$ cat config.mk
export PLATFORM = sky130hd
export DESIGN_NAME = tt_um_sumador_serial
export DESIGN_NICKNAME = d
export VERILOG_FILES = /design/src/rtl/sumador_pkg.sv /design/src/rtl/full_adder_cell.sv /design/src/rtl/tt_um_sumador_serial.sv
export SDC_FILE = /design/constraint.sdc
export NUM_CORES = 1
export LEC_CHECK = 0
export ABC_AREA = 1
export BUFFER_PORTS_ARGS = -buffer_cell sky130_fd_sc_hd__buf_2
export CAP_MARGIN = 20
export CORE_MARGIN = 2
export CORE_UTILIZATION = 56
export DETAILED_ROUTE_END_ITERATION = 10
export PLACE_DENSITY = 0.79
export SLEW_MARGIN = 20
export SYNTH_ARGS = -nofsm -noshare
export SYNTH_HDL_FRONTEND = slang
export SYNTH_SLANG_ARGS = --single-unit
$ cat constraint.sdc
create_clock -name clk -period 1.49 [get_ports clk]
set_input_delay 0.298 -clock clk [delete_from_list [all_inputs] [get_ports clk]]
set_output_delay 0.298 -clock clk [all_outputs]
set_load 0.02 [all_outputs]
$ cat src/rtl/sumador_pkg.sv
`default_nettype none
// ============================================================================
//  Module      : sumador_pkg
//  Description : Shared constants for the bit-serial adder: operand width,
//                FSM state encoding and control/status bit positions.
//  Revision    : 1.0 - initial release
// ============================================================================
package sumador_pkg;

   // Operand / result width supported at the top level
   localparam int c_WIDTH = 8;

   // FSM state type and encoding
   typedef logic [1:0] state_t;
   localparam state_t IDLE = 2'd0;
   localparam state_t RUN  = 2'd1;
   localparam state_t DONE = 2'd2;

   // Control bit positions inside uio_in
   localparam int c_LOAD_A = 0;
   localparam int c_LOAD_B = 1;
   localparam int c_START  = 2;
   localparam int c_CIN    = 3;

   // Status bit positions inside uio_out
   localparam int c_BUSY   = 4;
   localparam int c_DONE   = 5;
   localparam int c_COUT   = 6;
   localparam int c_OVF    = 7;

endpackage
`default_nettype wire

$ cat src/rtl/full_adder_cell.sv
`default_nettype none
// ============================================================================
//  Module      : full_adder_cell
//  Description : Single-bit combinational full adder used by the serial
//                datapath.
//  Revision    : 1.0 - initial release
// ============================================================================
module full_adder_cell (
   input  logic a,
   input  logic b,
   input  logic cin,
   output logic sum,
   output logic cout
);

   assign sum  = a ^ b ^ cin;
   assign cout = (a & b) | (cin & (a ^ b));

endmodule
`default_nettype wire

$ cat src/rtl/tt_um_sumador_serial.sv
`default_nettype none
// ============================================================================
//  Module      : tt_um_sumador_serial
//  Description : Bit-serial adder. Operands are loaded byte-wide, then added
//                LSB first, one bit per enabled clock, through a single
//                full-adder cell and a carry flip-flop. The result, carry-out
//                and signed overflow are registered on completion.
//                Only WIDTH = 8 is legal at this level (fixed-width pins and
//                a 3-bit bit counter).
//  Revision    : 1.0 - initial release
// ============================================================================
module tt_um_sumador_serial
   import sumador_pkg::*;
#(
   parameter int WIDTH = c_WIDTH
) (
   input  logic       clk,
   input  logic       rst_n,
   input  logic       ena,
   input  logic [7:0] ui_in,
   input  logic [7:0] uio_in,
   output logic [7:0] uo_out,
   output logic [7:0] uio_out,
   output logic [7:0] uio_oe
);

   // Counter values that mark the last two bit positions
   localparam logic [2:0] c_CNT_MSB_IN = 3'(WIDTH - 2);
   localparam logic [2:0] c_CNT_LAST   = 3'(WIDTH - 1);

   // Control decode
   logic w_load_a;
   logic w_load_b;
   logic w_start;
   logic w_cin;
   logic w_start_edge;
   logic w_unused;

   // State
   state_t           r_state;
   logic [WIDTH-1:0] r_a;
   logic [WIDTH-1:0] r_b;
   logic [WIDTH-1:0] r_sh_a;
   logic [WIDTH-1:0] r_sh_b;
   logic [WIDTH-1:0] r_sh_sum;
   logic [2:0]       r_cnt;
   logic             r_carry;
   logic             r_c_msb;
   logic             r_start_q;
   logic [WIDTH-1:0] r_result;
   logic             r_cout;
   logic             r_ovf;

   // Full-adder outputs
   logic w_fa_sum;
   logic w_fa_cout;

   assign w_load_a     = uio_in[c_LOAD_A];
   assign w_load_b     = uio_in[c_LOAD_B];
   assign w_start      = uio_in[c_START];
   assign w_cin        = uio_in[c_CIN];
   assign w_start_edge = w_start & ~r_start_q;

   // Upper control nibble carries no function
   assign w_unused = &{1'b0, uio_in[7:4]};

   full_adder_cell u_fa (
      .a    (r_sh_a[0]),
      .b    (r_sh_b[0]),
      .cin  (r_carry),
      .sum  (w_fa_sum),
      .cout (w_fa_cout)
   );

   // Start edge detector register, updated in every state while enabled
   always_ff @(posedge clk or negedge rst_n) begin
      if (!rst_n) begin
         r_start_q <= 1'b0;
      end else if (ena) begin
         r_start_q <= w_start;
      end
   end

   // Operand capture; loads are only honoured outside RUN
   always_ff @(posedge clk or negedge rst_n) begin
      if (!rst_n) begin
         r_a <= '0;
         r_b <= '0;
      end else if (ena && (r_state != RUN)) begin
         if (w_load_a) r_a <= ui_in;
         if (w_load_b) r_b <= ui_in;
      end
   end

   // FSM and serial datapath: shift operands, accumulate sum, track carry
   always_ff @(posedge clk or negedge rst_n) begin
      if (!rst_n) begin
         r_state  <= IDLE;
         r_sh_a   <= '0;
         r_sh_b   <= '0;
         r_sh_sum <= '0;
         r_cnt    <= 3'd0;
         r_carry  <= 1'b0;
         r_c_msb  <= 1'b0;
      end else if (ena) begin
         case (r_state)
            IDLE, DONE: begin
               if (w_start_edge) begin
                  // Operand registers still hold pre-edge values here
                  r_sh_a   <= r_a;
                  r_sh_b   <= r_b;
                  r_sh_sum <= '0;
                  r_carry  <= w_cin;
                  r_cnt    <= 3'd0;
                  r_state  <= RUN;
               end
            end
            RUN: begin
               r_sh_sum <= {w_fa_sum, r_sh_sum[WIDTH-1:1]};
               r_sh_a   <= r_sh_a >> 1;
               r_sh_b   <= r_sh_b >> 1;
               r_carry  <= w_fa_cout;
               r_cnt    <= r_cnt + 3'd1;
               if (r_cnt == c_CNT_MSB_IN) r_c_msb <= w_fa_cout;
               if (r_cnt == c_CNT_LAST)   r_state <= DONE;
            end
            default: r_state <= IDLE;
         endcase
      end
   end

   // Result registers, written only when the MSB is processed
   always_ff @(posedge clk or negedge rst_n) begin
      if (!rst_n) begin
         r_result <= '0;
         r_cout   <= 1'b0;
         r_ovf    <= 1'b0;
      end else if (ena && (r_state == RUN) && (r_cnt == c_CNT_LAST)) begin
         r_result <= {w_fa_sum, r_sh_sum[WIDTH-1:1]};
         r_cout   <= w_fa_cout;
         r_ovf    <= r_c_msb ^ w_fa_cout;
      end
   end

   assign uo_out  = r_result;
   assign uio_out = {r_ovf, r_cout, (r_state == DONE), (r_state == RUN), 4'b0000};
   assign uio_oe  = 8'hF0;

endmodule
`default_nettype wire

== Word level (Yosys, flattened, before mapping) ==
Index checks and enable logic that the tools add are counted.
Storage, ports and cells
  bits in registers: 58
  latch bits: 0
  RAM bits: 0
  bits in read-only memories: 0
  input bits: 19
  output and inout bits: 24
  logic and storage cells: 53
  memories kept: 0
Operators by class
  add/sub/neg operators: 1
  multipliers: 0
  div/mod/pow operators: 0
  $lt $le $gt $ge: 0
  equal/unequal tests: 7
  shifts and indexed selects: 0
  multiplexer cells: 13
  bitwise operators: 8
  reductions and logical operators: 11
Operators by type and width (count)
  one-hot mux 8 bit (2 select lines): 3
  two-way mux 8 bit: 3
  AND reduction 3 bit: 3
  == test 3 bit, second input constant: 2
  one-hot mux 3 bit (2 select lines): 1
  two-way mux 2 bit: 2
  inequality test 2 x 1 -> 1 bit, second input constant: 2
  one-hot mux 2 bit (2 select lines): 1
  AND reduction 2 bit: 2
  adder 3 x 1 -> 3 bit, second input constant: 1
  AND 1 bit: 3
  logical AND 1 bit: 3
  two-way mux 3 bit: 1
  bitwise XOR 1 bit: 3
  == test 2 x 1 -> 1 bit, second input constant: 1
  == test 2 bit, second input constant: 1
  zero test 2 bit: 1
  inequality test 2 bit, second input constant: 1
  one-hot mux 1 bit (2 select lines): 1
  nonzero test 2 bit: 1
  OR reduction 2 bit: 1
  two-way mux 1 bit: 1
  NOT 1 bit: 1
  bitwise OR 1 bit: 1

== Longest topological paths before layout ==
Gate-level depths: netlist (run 1).
  depth after elaboration: 4
  depth in mapped cells: 7
  gate-level depth less buffers: 6

== Modules after synthesis ==
A second synthesis (run 1) with hierarchy kept.
Unflattened totals
  cells, all modules: 319
  area total of the unflattened synthesis: 2708.8 µm²
Modules (own cells, without submodules)
  tt_um_sumador_serial: instances 1, cells an instance 318, area each 2688.8 µm², sequential area each 1426.4 µm²
  full_adder_cell: instances 1, cells an instance 1, area each 20.0 µm², sequential area each 0.0 µm²

== Worst setup path before layout (run 1) ==
No wires, ideal clock.
  path type: register to register
  start point: reg r_state[0]
  end point: reg r_cnt[1]
  data arrival time: 1.214 ns
  slack: 0.211 ns
  cell stages (with the launch flop): 7
  buffers on the path: 1
  clock period less this slack: 1.279 ns
  cells stage by stage: dfrtp_1 > buf_6 > inv_4 > nor2_1 > nand2_1 > or2_1 > nand2_1
RTL lines
  start, declared: line tt_um_sumador_serial.sv:40  | state_t r_state;
  start signal, assigned: line tt_um_sumador_serial.sv:98  | r_state <= IDLE;
  start signal, assigned: line tt_um_sumador_serial.sv:115  | r_state <= RUN;
  start signal, assigned: line tt_um_sumador_serial.sv:125  | if (r_cnt == c_CNT_LAST) r_state <= DONE;
  == test 2 x 1 -> 1 bit (*)
  named net uio_out[4]: line tt_um_sumador_serial.sv:23  | output logic [7:0] uio_out,
  nonzero test 2 bit (no line)
  AND reduction 3 bit (no line)
  end signal, assigned: line tt_um_sumador_serial.sv:123  | r_cnt <= r_cnt + 3'd1;
  end, declared: line tt_um_sumador_serial.sv:46  | logic [2:0] r_cnt;
The timed path passes the listed nets; every way through them passes the cells marked *.
A chain may end at the register's enable or synchronous reset.

== Final worst setup path (run 1) ==
  start point: reg r_state[1]
  end point: out uio_out[4]
On the way
  word-level cells in the longest chain between the ends: 1
Ends and longest elaborated chain
  == test 2 x 1 -> 1 bit: line tt_um_sumador_serial.sv:146  | assign uio_out = {r_ovf, r_cout, (r_state == DONE), (r_state == RUN), 4'b0000};
  end, declared: line tt_um_sumador_serial.sv:23
Every way passes these cells.

==> flow_summary.ini, run 1 <==
[status]
status = finished, final reports clean

[floorplanning]
die_width_um = 74.1
ios = 43
core_sq_um = 4720
std_cell_rows = 25
fp.dieH_um = 74.1
initial_core_util_pct = 58.3
die_area_sq_um = 5490

[worst_setup_path]
path_max_fanout = 2
cpMaxStageDelayCell = dfrtp_1
crit_required_ns = 1.19
crit_chain = buf_4 > nor2_4 > buf_6
arrival_ns = 1.15
crit_path_end_kind = primary output
crit_buf_inv = 2
max_stage_delay_ns = 0.42
path_delay_family = flip-flops
crit_type = reg -> out
startpoint_type = flop
reg2reg_slack_ns = 0.09

[synth]
syn-cell-area_sq_um = 2750
yosys_warnings = 0
seq_area_frac_synth_pct = 51.8
ys_ff_latch = 57
ys_types = 26
postSynthCellCount = 317
avgSynthCellArea_sq_um = 8.68

[sta]
hold_violations = 0
rsz0062_at_grt = yes
finalCritPeriodShare_pct = 97.1
fin_ws_ns = 0.0426
slew_viol_final = 0
max_freq_ghz = 0.691
fin_crit_ns = 1.45
finalSetupViolCount = 0
skew_ns = 0.00806

[drt]
drtIter0Drc = 152
post_drt_wl_per_cell_um = 13.0
first_pass_iters = 5
route.detailed.drc = 0
wirelength_um = 5490
vias = 2119
detail-route-antenna-nets = 0
vias_per_cell = 5.03

[layout]
multi_input_area_sq_um = 1090
fillers = 366
final_util_pct = 67.9
seq_area_sq_um = 1430
areaGrowthSynthToFinish_pct = 16.6
layout_commonest_cell = nand2_1
drive_gt1_share_pct = 19.5
mostFrequentLayoutCells = nand2_1, dfrtp_1, nand3_1
diodes = 0
fin_nets = 372

[pwr]
p_total_mw = 6.46
vdd.ir_drop.worst_mv = 1.02
p_leak_nw = 1.78
power.density_nw_per_um2 = 2010

[placement]
routabilityCongestion = 0.746
place_hpwl_um = 3600
portBuffers = 26
dp_slack_ns = 0.0818

[global_routing]
grt_max_degree = 28
antenna_found_initial = 0
grt_pass1_wl_um = 9090
grt_pass1_vias = 1973
grt_use_total_pct = 22.1
gr-total-overflow = 0

[clocking]
cts.sinks = 57
insertion_delay_ns = 0.33
clockRootBuffer = clkbuf_8
htree_levels = 3
tritoncts = done
cts_buffers = 9
clkTransAtPathRegs_ns = 0.07
cts_buffer_depth = 2

[flow_run]
maxCapViolCount = 0

[hold_path]
hold_path_class = in -> reg
sequential cells by signal, summed over array words and instances (netlist names), 2 cells and up:
signal    cells
r_a           8
r_b           8
r_cnt         3
r_sh_a        8
r_sh_b        8
r_sh_sum      7
r_state       2
uo_out        8
stage by stage:
step                      setup TNS (ns)  cells  hold WS (ns)  cell area [sq um]
final                                  0    421         0.211               3210
after global routing            -0.00109    421         0.209               3210
after CTS                              0    420         0.204               3180
after detailed placement               0    400         0.282               2880
after global placement                 0    400         0.279               2880
after floorplan                        0    327       0.00241               2790
cells in the mapped netlist:
cell type	count	share of area, %
or2_1	1	0.23
nor2_4	1	0.41
a21oi_4	1	0.59
conb_1	2	0.27
inv_4	2	0.45
fa_1	1	0.73
buf_2	4	0.73
nor2_1	2	0.27
nand3_4	3	1.9
nand2_2	2	0.45
buf_8	1	0.55
o21ai_0	20	3.6
ha_1	3	1.4
inv_1	11	1.5
buf_4	18	4.9
nand2_1	136	19
xnor2_1	1	0.32
nand4_2	1	0.45
inv_2	1	0.14
o22ai_1	1	0.23
nand4_1	2	0.45
nand2_8	1	0.73
dfrtp_1	57	52
nand3_1	39	7.1
buf_6	5	2.0
clkbuf_1	1	0.14
cell type report:
class                           count  share of cell area, %
Timing Repair Buffer               40                   8.97
Clock inverter                      4                   3.08
Inverter                           14                   1.95
Clock buffer                       12                   4.84
Sequential cell                    57                   44.5
Tap cell                           67                   2.61
Multi-Input combinational cell    227                   34.1
report_power, final:
group | total (mW) | switching, mW | internal (mW)
clock | 1.82 | 0.610 | 1.21
combinational | 2.19 | 1.37 | 0.822
sequential | 2.45 | 0.342 | 2.11
per-layer routing:
layer | share of wire (%) | vias up | GRT usage, %
li1 | - | 1042 | -
met5 | 0 | - | 0
met2 | 50 | 48 | 36.3
met1 | 44 | 1019 | 28.1
met3 | 4.2 | 10 | 6.50
met4 | 1.5 | 0 | 7.47
kinds of logic (layout without fill, tap and decap cells):
logic type                 Yosys count  after routing  synth area share, %
other                                2             12                0.273
adders and majority gates            4              4                 2.09
xor gates and xnor gates             1              1                0.318
AOI/OAI and AO/OA                   22             22                 4.46
and+or+nand+nor                    188            188                 30.6
buffers and inverters               43             70                 10.5
DFF                                 57             57                 51.8
worst reg2reg max path, stage by stage (launching register included):
cell and delay, ns:
dfrtp_1 0.40, buf_12 0.15, buf_4 0.15, nand2_8 0.15, nand3_4 0.20, nand2_1 0.12
o21ai_0 0.10
path summary, 6_finish.rpt:
check,start,to,cells past startpoint
max,r_state[1]$_DFFE_PN0P_,uio_out[4],3
max reg2reg,r_state[0]$_DFFE_PN0P_,r_b[7]$_DFFE_PN0P_,6
min reg2reg,uo_out[2]$_DFFE_PN0P_,uo_out[2]$_DFFE_PN0P_,2
min,uio_in[2],r_start_q$_DFFE_PN0P_,3
min in group asynchronous,rst_n,uo_out[4]$_DFFE_PN0P_,2
max in group asynchronous,rst_n,r_sh_a[3]$_DFFE_PN0P_,3
repair_timing:
action	CTS	global route
buffers inserted	4	1
pin swaps	0	1
hold buffers	1	0
endpoints found under the hold margin	16	0
gates resized for setup	5	6
setup endpoints to repair	2	9
Note: power is estimated with default switching activity, not from simulation.
==> inputs of run 2 (changes only) <==
- CORE_UTILIZATION: 56 -> 30
- PLACE_DENSITY: 0.79 -> 0.48
- REMOVE_ABC_BUFFERS: default -> 1
==> run 2 against run 1 <==
Compared with the run above: hold slack worse by 0.018 ns; critical path depth is the same; first-iteration DRC count decreased by 58%; global-route usage fell by 9.3 points; critical endpoint is now uio_out[5].
==> flow_summary.ini, run 2 (synthesis results as in run 1) <==
[placement]
place_hpwl_um = 3620
portBuffers = 26
place_area_sq_um = 2960
routabilityCongestion = 0.679

[layout]
layout_commonest_cell = nand2_1
areaGrowthSynthToFinish_pct = 18.8
stdcell_area_sq_um = 3270
final_util_pct = 37.1
mostFrequentLayoutCells = nand2_1, dfrtp_1, nand3_1
drive_gt1_share_pct = 20.8
diodes = 0
fin_nets = 378

[drt]
post_drt_wl_per_cell_um = 12.0
wirelength_um = 5600
drtIter0Drc = 64
detail-route-antenna-nets = 0
vias_per_cell = 4.40
route.detailed.drc = 0
vias = 2058
first_pass_iters = 4

[sta]
fin_crit_ns = 1.43
worst_hold_slack_ns = 0.193
skew_ns = 0.00762
finalCritPeriodShare_pct = 96.2
rsz0062_at_grt = no
max_freq_ghz = 0.698
hold_violations = 0
slew_viol_final = 0
finalSetupViolCount = 0

[pwr]
power.density_nw_per_um2 = 1900
vdd.ir_drop.worst_mv = 0.670
p_leak_nw = 1.79

[clocking]
clockRootBuffer = clkbuf_8
cts.sinks = 57
insertion_delay_ns = 0.34
cts_buffers = 9
cts_buffer_depth = 2
tritoncts = done
clkTransAtPathRegs_ns = 0.07
htree_levels = 3

[worst_setup_path]
crit_required_ns = 1.19
max_stage_delay_ns = 0.45
crit_path_end_kind = primary output
crit_chain = buf_6 > nor2_4 > buf_6
startpoint_type = flop
crit_type = reg -> out
worst_path_most_repeated_cell = buf_6
worst_r2r_path_depth = 8
cpMaxStageDelayCell = dfrtp_2
arrival_ns = 1.14
path_max_fanout = 4

[global_routing]
grt_use_total_pct = 12.8
gr-total-overflow = 0
grt_pass1_wl_um = 9980
grt_pass1_vias = 2143
grt_max_degree = 28
antenna_found_initial = 0

[status]
status = finished, final reports clean

[floorplanning]
std_cell_rows = 34
core_sq_um = 8810
die_area_sq_um = 9950
die_width_um = 99.8
fp.dieH_um = 99.8
initial_core_util_pct = 31.2
ios = 43

[hold_path]
hold_path_class = in -> reg
hold_path_depth = 3

[flow_run]
maxCapViolCount = 0
==> run 2: changes by cell type in the layout (fill, tap and decap cells not counted), sizes merged <==
cell,change
buf,+6
clkinvlp,+1
clkbuf,-2
clkinv,+2
bufinv,-1
==> run 2: final timing paths <==
| path | start | endpoint | slack [ns] |
|---|---|---|---|
| hold / removal | uio_in[2] | r_start_q$_DFFE_PN0P_ | 0.19 |
| hold reg to reg | uo_out[7]$_DFFE_PN0P_ | uo_out[7]$_DFFE_PN0P_ | 0.46 |
| setup reg to reg | r_state[1]$_DFFE_PN0P_ | r_ovf$_DFFE_PN0P_ | 0.10 |
| min in group asynchronous | rst_n | r_cout$_DFFE_PN0P_ | 0.45 |
| setup / recovery | r_state[0]$_DFFE_PN0P_ | uio_out[5] | 0.06 |
| max in group asynchronous | rst_n | r_state[0]$_DFFE_PN0P_ | 0.54 |
==> run 2: area by class of cell <==
cell class	count	area, sq um
fillers	932	5540
flip-flops and latches	57	1430
multi-input cells	227	1090
repair buffers	46	349
well taps	108	135
clock buffers	10	128
clock inverters	6	82.6
inverters	14	57.6
==> run 2: stage by stage <==
step / TNS (ns) / setup WS, ns / std cells / power (mW)
after floorplan: -3.35 / -0.256 / 298 / 3.81
after global placement: 0 / 0.0940 / 443 / 4.47
after detailed placement: 0 / 0.0672 / 443 / 4.53
after CTS: 0 / 0.00604 / 465 / 6.26
after global routing: 0 / 0.000625 / 468 / 6.75
final: 0 / 0.0564 / 468 / 6.21
==> run 2: where the power goes <==
group	switching [mW]	internal (mW)	total [mW]
Combinational	1.33	0.885	2.22
Sequential	0.331	2.11	2.44
Clock	0.618	0.932	1.55
Total	2.28	3.93	6.21
==> run 2: worst max-delay path, delay by kind of cell, from the launching register on <==
family / cells / cell delay (ns)
flops: 1 / 0.45
buf+inv: 2 / 0.26
simple gates: 1 / 0.10
==> run 2: routing by layer <==
metal / GRT usage (%) / routed length, um
met1: 15.2 / 2520
met2: 22.0 / 2830
met3: 3.79 / 192
met4: 4.74 / 59
met5: 0 / 0
==> run 2: timing repair <==
action	CTS	global route
setup buffers	5	3
resized for setup	9	1
pin swaps	0	2
hold buffers	1	0
hold endpoints to repair	16	0
setup endpoints to repair	2	13
==> inputs of run 3 (changes only) <==
- PLACE_DENSITY: 0.48 -> 0.49
- clock period: 1.49 -> 1.16 ns (I/O delays scaled with it)
==> run 3 against run 2 <==
Compared with the run above: highest routed layer unchanged; hold slack lost 0.069 ns; the run now ends with setup timing left; clock-buffer cell count is 3 higher; combinational power is 70% higher; critical endpoint unchanged; critical path depth did not move.
==> flow_summary.ini, run 3 (synthesis results as in run 1) <==
[status]
status = complete, but fails checks
violations = setup timing

[global_routing]
top_usage_layer = met2
grtUsageMet3_pct = 4.01
grt_use_total_pct = 13.7
use_met2_pct = 21.6
grt_max_degree = 58
grt_pass1_vias = 2134
antenna_found_initial = 0
use_met1_pct = 17.9
gr-total-overflow = 0
grt_pass1_wl_um = 10500

[clocking]
tritoncts = done
clockRootBuffer = clkbuf_8
cts_buffers = 9
cts.sinks = 57
cts_buffer_depth = 2
insertion_delay_ns = 0.34
clkTransAtPathRegs_ns = 0.06
htree_levels = 3

[sta]
finalSetupViolCount = 55
hold_violations = 0
finalCritPeriodShare_pct = 117
slew_viol_final = 0
rsz0062_at_grt = yes
fin_crit_ns = 1.35
max_freq_ghz = 0.738
fin_setup_tns_ns = -5.16
fin_ws_ns = -0.195
skew_ns = 0.00793

[worst_setup_path]
startpoint_type = flop
timing.rr.start = r_state[1]$_DFFE_PN0P_
crit_required_ns = 0.93
path_max_fanout = 4
arrival_ns = 1.12
crit_type = reg -> out
crit_path_end_kind = primary output
crit_start = r_state[0]$_DFFE_PN0P_

[drt]
drtIter0Drc = 86
vias = 2179
detail-route-antenna-nets = 0
vias_per_cell = 4.46
first_pass_iters = 4
wirelength_um = 6240
post_drt_wl_per_cell_um = 12.8
route.detailed.drc = 0

[layout]
fin_nets = 399
layout_commonest_cell = nand2_1
mostFrequentLayoutCells = nand2_1, dfrtp_1, nand3_1
fin_cells = 489
drive_gt1_share_pct = 30.2
areaGrowthSynthToFinish_pct = 29.5
diodes = 0

[floorplanning]
initial_core_util_pct = 31.2
ios = 43
die_area_sq_um = 9950
die_width_um = 99.8
fp.dieH_um = 99.8
core_sq_um = 8810
std_cell_rows = 34

[hold_path]
min_from = uio_in[2]
hold_path_class = in -> reg

[placement]
routabilityCongestion = 0.741
place_inst = 456
portBuffers = 26
place_hpwl_um = 3580

[pwr]
vdd.ir_drop.worst_mv = 0.943
p_total_mw = 8.59
p_leak_nw = 1.91
power.density_nw_per_um2 = 2410

[flow_run]
maxCapViolCount = 0
[run 3: changes by cell type in the layout (fill, tap and decap cells not counted), moves of 2 or more]
| cell | before | now |
|---|---|---|
| o21ai_2 | 0 | 2 |
| buf_4 | 14 | 20 |
| nand3_4 | 3 | 5 |
| nand2_1 | 136 | 124 |
| nand2_2 | 2 | 13 |
| o21ai_0 | 20 | 8 |
| bufinv_16 | 2 | 0 |
| o21ai_1 | 0 | 10 |
| buf_12 | 4 | 6 |
| buf_6 | 3 | 12 |
| clkbuf_8 | 9 | 11 |
| ha_1 | 3 | 1 |
[run 3: critical path, stage by stage (launching register included)]
cell,delay (ns)
dfrtp_2,0.45
buf_6,0.14
nor2_4,0.07
buf_6,0.12
[run 3: report_power, final]
part	switching (mW)	total [mW]	internal [mW]
Sequential	0.473	3.19	2.71
Clock	0.752	1.63	0.881
Combinational	2.00	3.77	1.77
[run 3: what timing repair did]
action | CTS | global route
hold buffers | 1 | 0
setup buffers | 8 | 3
cloned | 3 | 2
endpoints found under the setup margin | 49 | 59
endpoints found under the hold margin | 57 | 0
gates resized for setup | 34 | 24
pin swaps | 12 | 15
[run 3: through the flow]
| step | util [%] | hold slack [ns] | cell area (sq um) | worst slack [ns] |
|---|---|---|---|---|
| 2_1_floorplan | - | -0.0636 | 2560 | -0.586 |
| 3_3_place_gp | 34.8 | 0.266 | 3070 | -0.125 |
| 3_5_place_dp | 34.8 | 0.262 | 3070 | -0.155 |
| 4_1_cts | 39.3 | 0.103 | 3460 | -0.215 |
| 5_1_grt | 40.5 | 0.147 | 3560 | -0.236 |
| 6_report | 40.5 | 0.124 | 3560 | -0.195 |
[run 3: final cells by class]
class                           count  area (sq um)
Multi-Input combinational cell    229          1190
Fill cell                         892          5240
Sequential cell                    57          1430
Clock inverter                      3          15.0
Clock buffer                       13           159
Tap cell                          108           135
Inverter                           14          57.6
Timing Repair Buffer               65           576
[run 3: path summary, 6_finish.rpt]
path	slack [ns]	cells past startpoint	to
max	-0.19	3	uio_out[5]
min	0.12	3	r_start_q$_DFFE_PN0P_
max reg2reg	-0.18	8	uo_out[1]$_DFFE_PN0P_
min reg2reg	0.46	2	uo_out[7]$_DFFE_PN0P_
max in group asynchronous	0.46	3	r_sh_a[7]$_DFFE_PN0P_
min in group asynchronous	0.42	3	r_cnt[1]$_DFFE_PN0P_
[run 3: metal layers]
metal | vias to the layer above | share of wire, %
met2 | 36 | 48
met5 | - | 0
met4 | 0 | 1.6
li1 | 1100 | -
met1 | 1033 | 47
met3 | 10 | 3.5
